### src/rtl/uart_rx.sv
// 8N1 UART receiver: two-flop pin synchroniser, mid-bit sampling, LSB-first
// assembly, hold-until-read output with framing-error and overrun pulses.
module uart_rx #(
  parameter int unsigned CLKS_PER_BIT = 104
) (
  input  logic       clock,
  input  logic       reset,
  input  logic       uartRxPin,
  input  logic       re,
  output logic [7:0] rxData,
  output logic       rxValid,
  output logic       frameError,
  output logic       overrun,
  output logic       busy
);

  localparam int unsigned CNT_W = (CLKS_PER_BIT > 1) ? $clog2(CLKS_PER_BIT) : 1;
  localparam logic [CNT_W-1:0] CNT_LAST = CNT_W'(CLKS_PER_BIT - 1);
  localparam logic [CNT_W-1:0] CNT_HALF = CNT_W'(CLKS_PER_BIT / 2 - 1);

  typedef enum logic [2:0] {
    S_IDLE,
    S_START,
    S_DATA,
    S_STOP,
    S_BREAK
  } state_e;

  state_e           state_q, state_d;
  logic             sync1_q, sync1_d;
  logic             rxs_q, rxs_d;
  logic             rxs_prev_q, rxs_prev_d;
  logic [CNT_W-1:0] cnt_q, cnt_d;
  logic [2:0]       bit_q, bit_d;
  logic [7:0]       shift_q, shift_d;
  logic [7:0]       rx_data_q, rx_data_d;
  logic             rx_valid_q, rx_valid_d;
  logic             frame_err_q, frame_err_d;
  logic             overrun_q, overrun_d;

  // State and datapath registers with synchronous reset; line idles high
  always_ff @(posedge clock) begin
    if (reset) begin
      state_q     <= S_IDLE;
      sync1_q     <= 1'b1;
      rxs_q       <= 1'b1;
      rxs_prev_q  <= 1'b1;
      cnt_q       <= '0;
      bit_q       <= '0;
      shift_q     <= '0;
      rx_data_q   <= '0;
      rx_valid_q  <= 1'b0;
      frame_err_q <= 1'b0;
      overrun_q   <= 1'b0;
    end else begin
      state_q     <= state_d;
      sync1_q     <= sync1_d;
      rxs_q       <= rxs_d;
      rxs_prev_q  <= rxs_prev_d;
      cnt_q       <= cnt_d;
      bit_q       <= bit_d;
      shift_q     <= shift_d;
      rx_data_q   <= rx_data_d;
      rx_valid_q  <= rx_valid_d;
      frame_err_q <= frame_err_d;
      overrun_q   <= overrun_d;
    end
  end

  // Next-state, bit sampling, delivery and read handshake
  always_comb begin
    state_d     = state_q;
    sync1_d     = uartRxPin;
    rxs_d       = sync1_q;
    rxs_prev_d  = rxs_q;
    cnt_d       = cnt_q + CNT_W'(1);
    bit_d       = bit_q;
    shift_d     = shift_q;
    rx_data_d   = rx_data_q;
    rx_valid_d  = rx_valid_q;
    frame_err_d = 1'b0;
    overrun_d   = 1'b0;

    if (re && rx_valid_q) begin
      rx_valid_d = 1'b0;
    end

    unique case (state_q)
      S_IDLE: begin
        cnt_d = '0;
        if (!rxs_q && rxs_prev_q) begin
          state_d = S_START;
        end
      end
      S_START: begin
        if (cnt_q == CNT_HALF) begin
          cnt_d = '0;
          if (rxs_q) begin
            state_d = S_IDLE;
          end else begin
            state_d = S_DATA;
            bit_d   = '0;
          end
        end
      end
      S_DATA: begin
        if (cnt_q == CNT_LAST) begin
          cnt_d          = '0;
          shift_d[bit_q] = rxs_q;
          if (bit_q == 3'd7) begin
            state_d = S_STOP;
          end else begin
            bit_d = bit_q + 3'd1;
          end
        end
      end
      S_STOP: begin
        if (cnt_q == CNT_LAST) begin
          cnt_d = '0;
          if (rxs_q) begin
            state_d = S_IDLE;
            // A read in the same cycle frees the holding register for the new byte
            if (!rx_valid_q || re) begin
              rx_data_d  = shift_q;
              rx_valid_d = 1'b1;
            end else begin
              overrun_d = 1'b1;
            end
          end else begin
            frame_err_d = 1'b1;
            shift_d     = '0;
            state_d     = S_BREAK;
          end
        end
      end
      S_BREAK: begin
        cnt_d = '0;
        if (rxs_q) begin
          state_d = S_IDLE;
        end
      end
      default: begin
        cnt_d   = '0;
        state_d = S_IDLE;
      end
    endcase
  end

  assign rxData     = rx_data_q;
  assign rxValid    = rx_valid_q;
  assign frameError = frame_err_q;
  assign overrun    = overrun_q;
  assign busy       = (state_q != S_IDLE);

endmodule

### config.mk
export PLATFORM = sky130hd
export DESIGN_NAME = uart_rx
export DESIGN_NICKNAME = d
export VERILOG_FILES = /design/src/rtl/uart_rx.sv
export SDC_FILE = /design/constraint.sdc
export NUM_CORES = 1
export LEC_CHECK = 0
export ABC_AREA = 1
export ABC_CLOCK_PERIOD_IN_PS = 1490
export BUFFER_PORTS_ARGS = -buffer_cell sky130_fd_sc_hd__buf_2
export CORE_MARGIN = 3
export CORE_UTILIZATION = 35
export CTS_CLUSTER_SIZE = 14
export DETAILED_ROUTE_END_ITERATION = 12
export PLACE_DENSITY = 0.54
export SETUP_SLACK_MARGIN = 0.4
export SLEW_MARGIN = 20
export SYNTH_ARGS = -nofsm -noshare
export SYNTH_HDL_FRONTEND = slang
export SYNTH_SLANG_ARGS = --single-unit
### constraint.sdc
create_clock -name clock -period 1.49 [get_ports clock]
set_input_delay 0.149 -clock clock [delete_from_list [all_inputs] [get_ports clock]]
set_output_delay 0.149 -clock clock [all_outputs]
set_load 0.1 [all_outputs]
==> impl_results.md <==
* Outcome: complete, no violations
* Initial antenna violation count at 0
* Crit path DAT at 1550 ps
* Met3 usage at 0.0369
* Wire per inst at 11.3 µm
* Total track usage at 0.149
* Clock latency on the worst-skew pair at 290 ps
* Port Buffers at 15
* Post-synth EDFFs at 0
* WS Path Type: flop to flop
* Top_reg_cell synth: dfxtp_1
* First-pass GRT wire length at 6.24 mm
* Slew Limit Headroom at 0.760
* Clock Sinks at 35
* Post-Syn Area per Cell at 7.11 µm²
* Row count at 24
* Die height at 75.8 µm
* DRC errors left at 0
* CTS tree: built
* Ant. Diodes at 0
* Fmax at 731 MHz
* Initial Util at 0.376
* Final hold viol count at 0
* CP Launch Type: flop
* Fillers at 450
* Die Wd at 75.8 µm
* GP Congestion at 0.812
* GR Util met2 at 0.231
* Syn Inst Count at 240
* Final net count at 277
* GR Layer Usage met1 at 0.190
* Grt ovf at 0
* Max VDD drop at 0.765 mV
* CTS clk-pin slew, worst paths at 70 ps
* Final slew viol count at 0
* DR pass1 iterations at 5
* Post-Syn Area at 0.00171 mm²
* Hold Path Class: input port to flop
* CTS Hold Bufs at 0
* Yosys reg bits at 35
* Max Cap Violations at 0
* Final Instance Count excl. Fillers at 336
* CP Capture Type: flop
* Max Buffers Root-to-Sink at 2
* Die area at 0.00575 mm²
* Largest net degree at the start of global routing at 12
* Distinct cells, synth at 27
* Power per cell area at 1470 mW/mm²
* Total CTS buffers at 5
* Root Buffer: clkbuf_8
* DR iter-0 viols at 81
* Routed wire length at 3.79 mm
* Vias in the first global route at 1,326
* Area grow syn2layout at 37.8%
* Sequential share of the synthesized area at 0.411
* Mapped Nets at 247
* Final min period at 1370 ps
* Pleak at 0.00107 µW
* Max H-tree Level at 2
* Setup TNS at 0 ps
* Fin crit share at 0.918
* Highest-count cells in the layout ignoring fill and taps: 55 x nand2_1, 30 x nor2_1, 27 x inv_1, 27 x dfxtp_1, 17 x nand3_1
* Hpwl dp at 2.40 mm
* Vias at 1,484
* Most crowded layer after global routing: met2
* Layout cells sized above 1 at 0.351
* Final Setup Violations at 0
* Placed cells at 321
* Worst-path maximum fanout at 5
* Worst Skew at 10.2 ps
* Post-route ant nets at 0
* Slew at the pin closest to its max-slew limit at 360 ps
* Ports at 16
* Core area at 0.00453 mm²
* Avg Vias per Cell at 4.42
* Crit path required time at 1670 ps
* Most common cell after layout, fill and taps aside: nand2_1
* Post-synthesis async set-or-reset flop share at 0
* Synthesis warning total at 0
* RSZ-0062 raised after global routing: true
-- per-stage QoR --
stage | setup WS [ps] | utilization | instance area, µm² | hold WS [ps] | total power [µW]
after floorplan | 182 | - | 1750 | 253 | 2020
after global placement | 62.4 | 0.427 | 1940 | 333 | 2330
after detailed placement | 41.4 | 0.427 | 1940 | 335 | 2330
after CTS | 111 | 0.496 | 2250 | 34.9 | 3370
after global routing | 26.8 | 0.518 | 2350 | 41.5 | 3680
final | 122 | 0.518 | 2350 | 42.5 | 3450
-- synth_stat cells, types with 2 or more instances --
cell	number	share of area
a21oi_1	16	0.047
buf_6	2	0.013
clkbuf_1	2	0.0044
dfxtp_1	35	0.41
ha_1	3	0.022
inv_1	28	0.062
inv_2	2	0.0044
nand2_1	64	0.14
nand2_2	6	0.022
nand3_1	24	0.070
nor2_1	34	0.075
nor2_4	3	0.020
nor3_1	4	0.012
or2_2	2	0.0073
xor2_1	3	0.015
-- registers in the layout, indices dropped and copies added, names as in the netlist --
register	flops
rxData	8
shift_q	8
cnt_q	7
bit_q	3
state_q	3
frameError	1
overrun	1
rxValid	1
rxs_d	1
rxs_prev_d	1
rxs_prev_q	1
-- worst paths after layout --
| kind | from | endpoint | slack [ps] | depth (start not counted) |
|---|---|---|---|---|
| worst max-delay path | cnt_q[1]$_SDFF_PP0_ | state_q[0]$_SDFFE_PP0P_ | 120 | 10 |
| worst min-delay path | uartRxPin | rxs_d$_SDFF_PP1_ | 40 | 2 |
| worst max register to register | cnt_q[1]$_SDFF_PP0_ | state_q[0]$_SDFFE_PP0P_ | 120 | 10 |
| worst min register to register | rxs_d$_SDFF_PP1_ | rxs_prev_d$_SDFF_PP1_ | 410 | 1 |
-- metal layers --
metal	wire length (µm)	part of all wire	vias up
met2	1710	0.45	23
met4	87	0.023	0
met5	0	0	-
met1	1880	0.50	647
li1	-	-	808
met3	109	0.029	6
-- repair_timing --
action,in CTS,in global routing
setup buffers,4,2
gates resized for setup,40,25
gates cloned,1,0
endpoints found under the setup margin,43,40
pin swaps,18,12
-- critical path, cell delays in order (launching register included) --
cell and delay [ps]:
dfxtp_2 360, ha_4 160, nand2_4 60, nor2_4 100, nand2_4 110, nand2_4 100
nand2_2 80, nor2_4 120, nor2_1 50, nand2_1 50, nand2_1 50
-- layout make-up --
type / instances / area, µm² / share of cell area
Inverter: 31 / 126 / 0.0538
Clock buffer: 6 / 82.6 / 0.0351
Sequential cell: 35 / 723 / 0.308
Tap cell: 65 / 81.3 / 0.0346
Timing Repair Buffer: 27 / 262 / 0.111
Multi-Input combinational cell: 170 / 1040 / 0.442
Clock inverter: 2 / 35.0 / 0.0149
-- power breakdown --
part	leakage [µW]	switching, µW	internal [µW]
Combinational	0.000725	901	528
Sequential	0.000288	103	1020
Clock	0.0000612	351	541
-- logic make-up (layout without fill, tap and decap cells) --
family | count (synthesis) | in the layout | share of synthesized area
simple gates | 145 | 146 | 0.404
buf+inv | 36 | 66 | 0.0932
flops | 35 | 35 | 0.411
compound gates | 17 | 17 | 0.0499
xor+xnor | 4 | 4 | 0.0205
fa+ha+maj | 3 | 3 | 0.0220
Note: power is estimated with default switching activity, not from simulation.
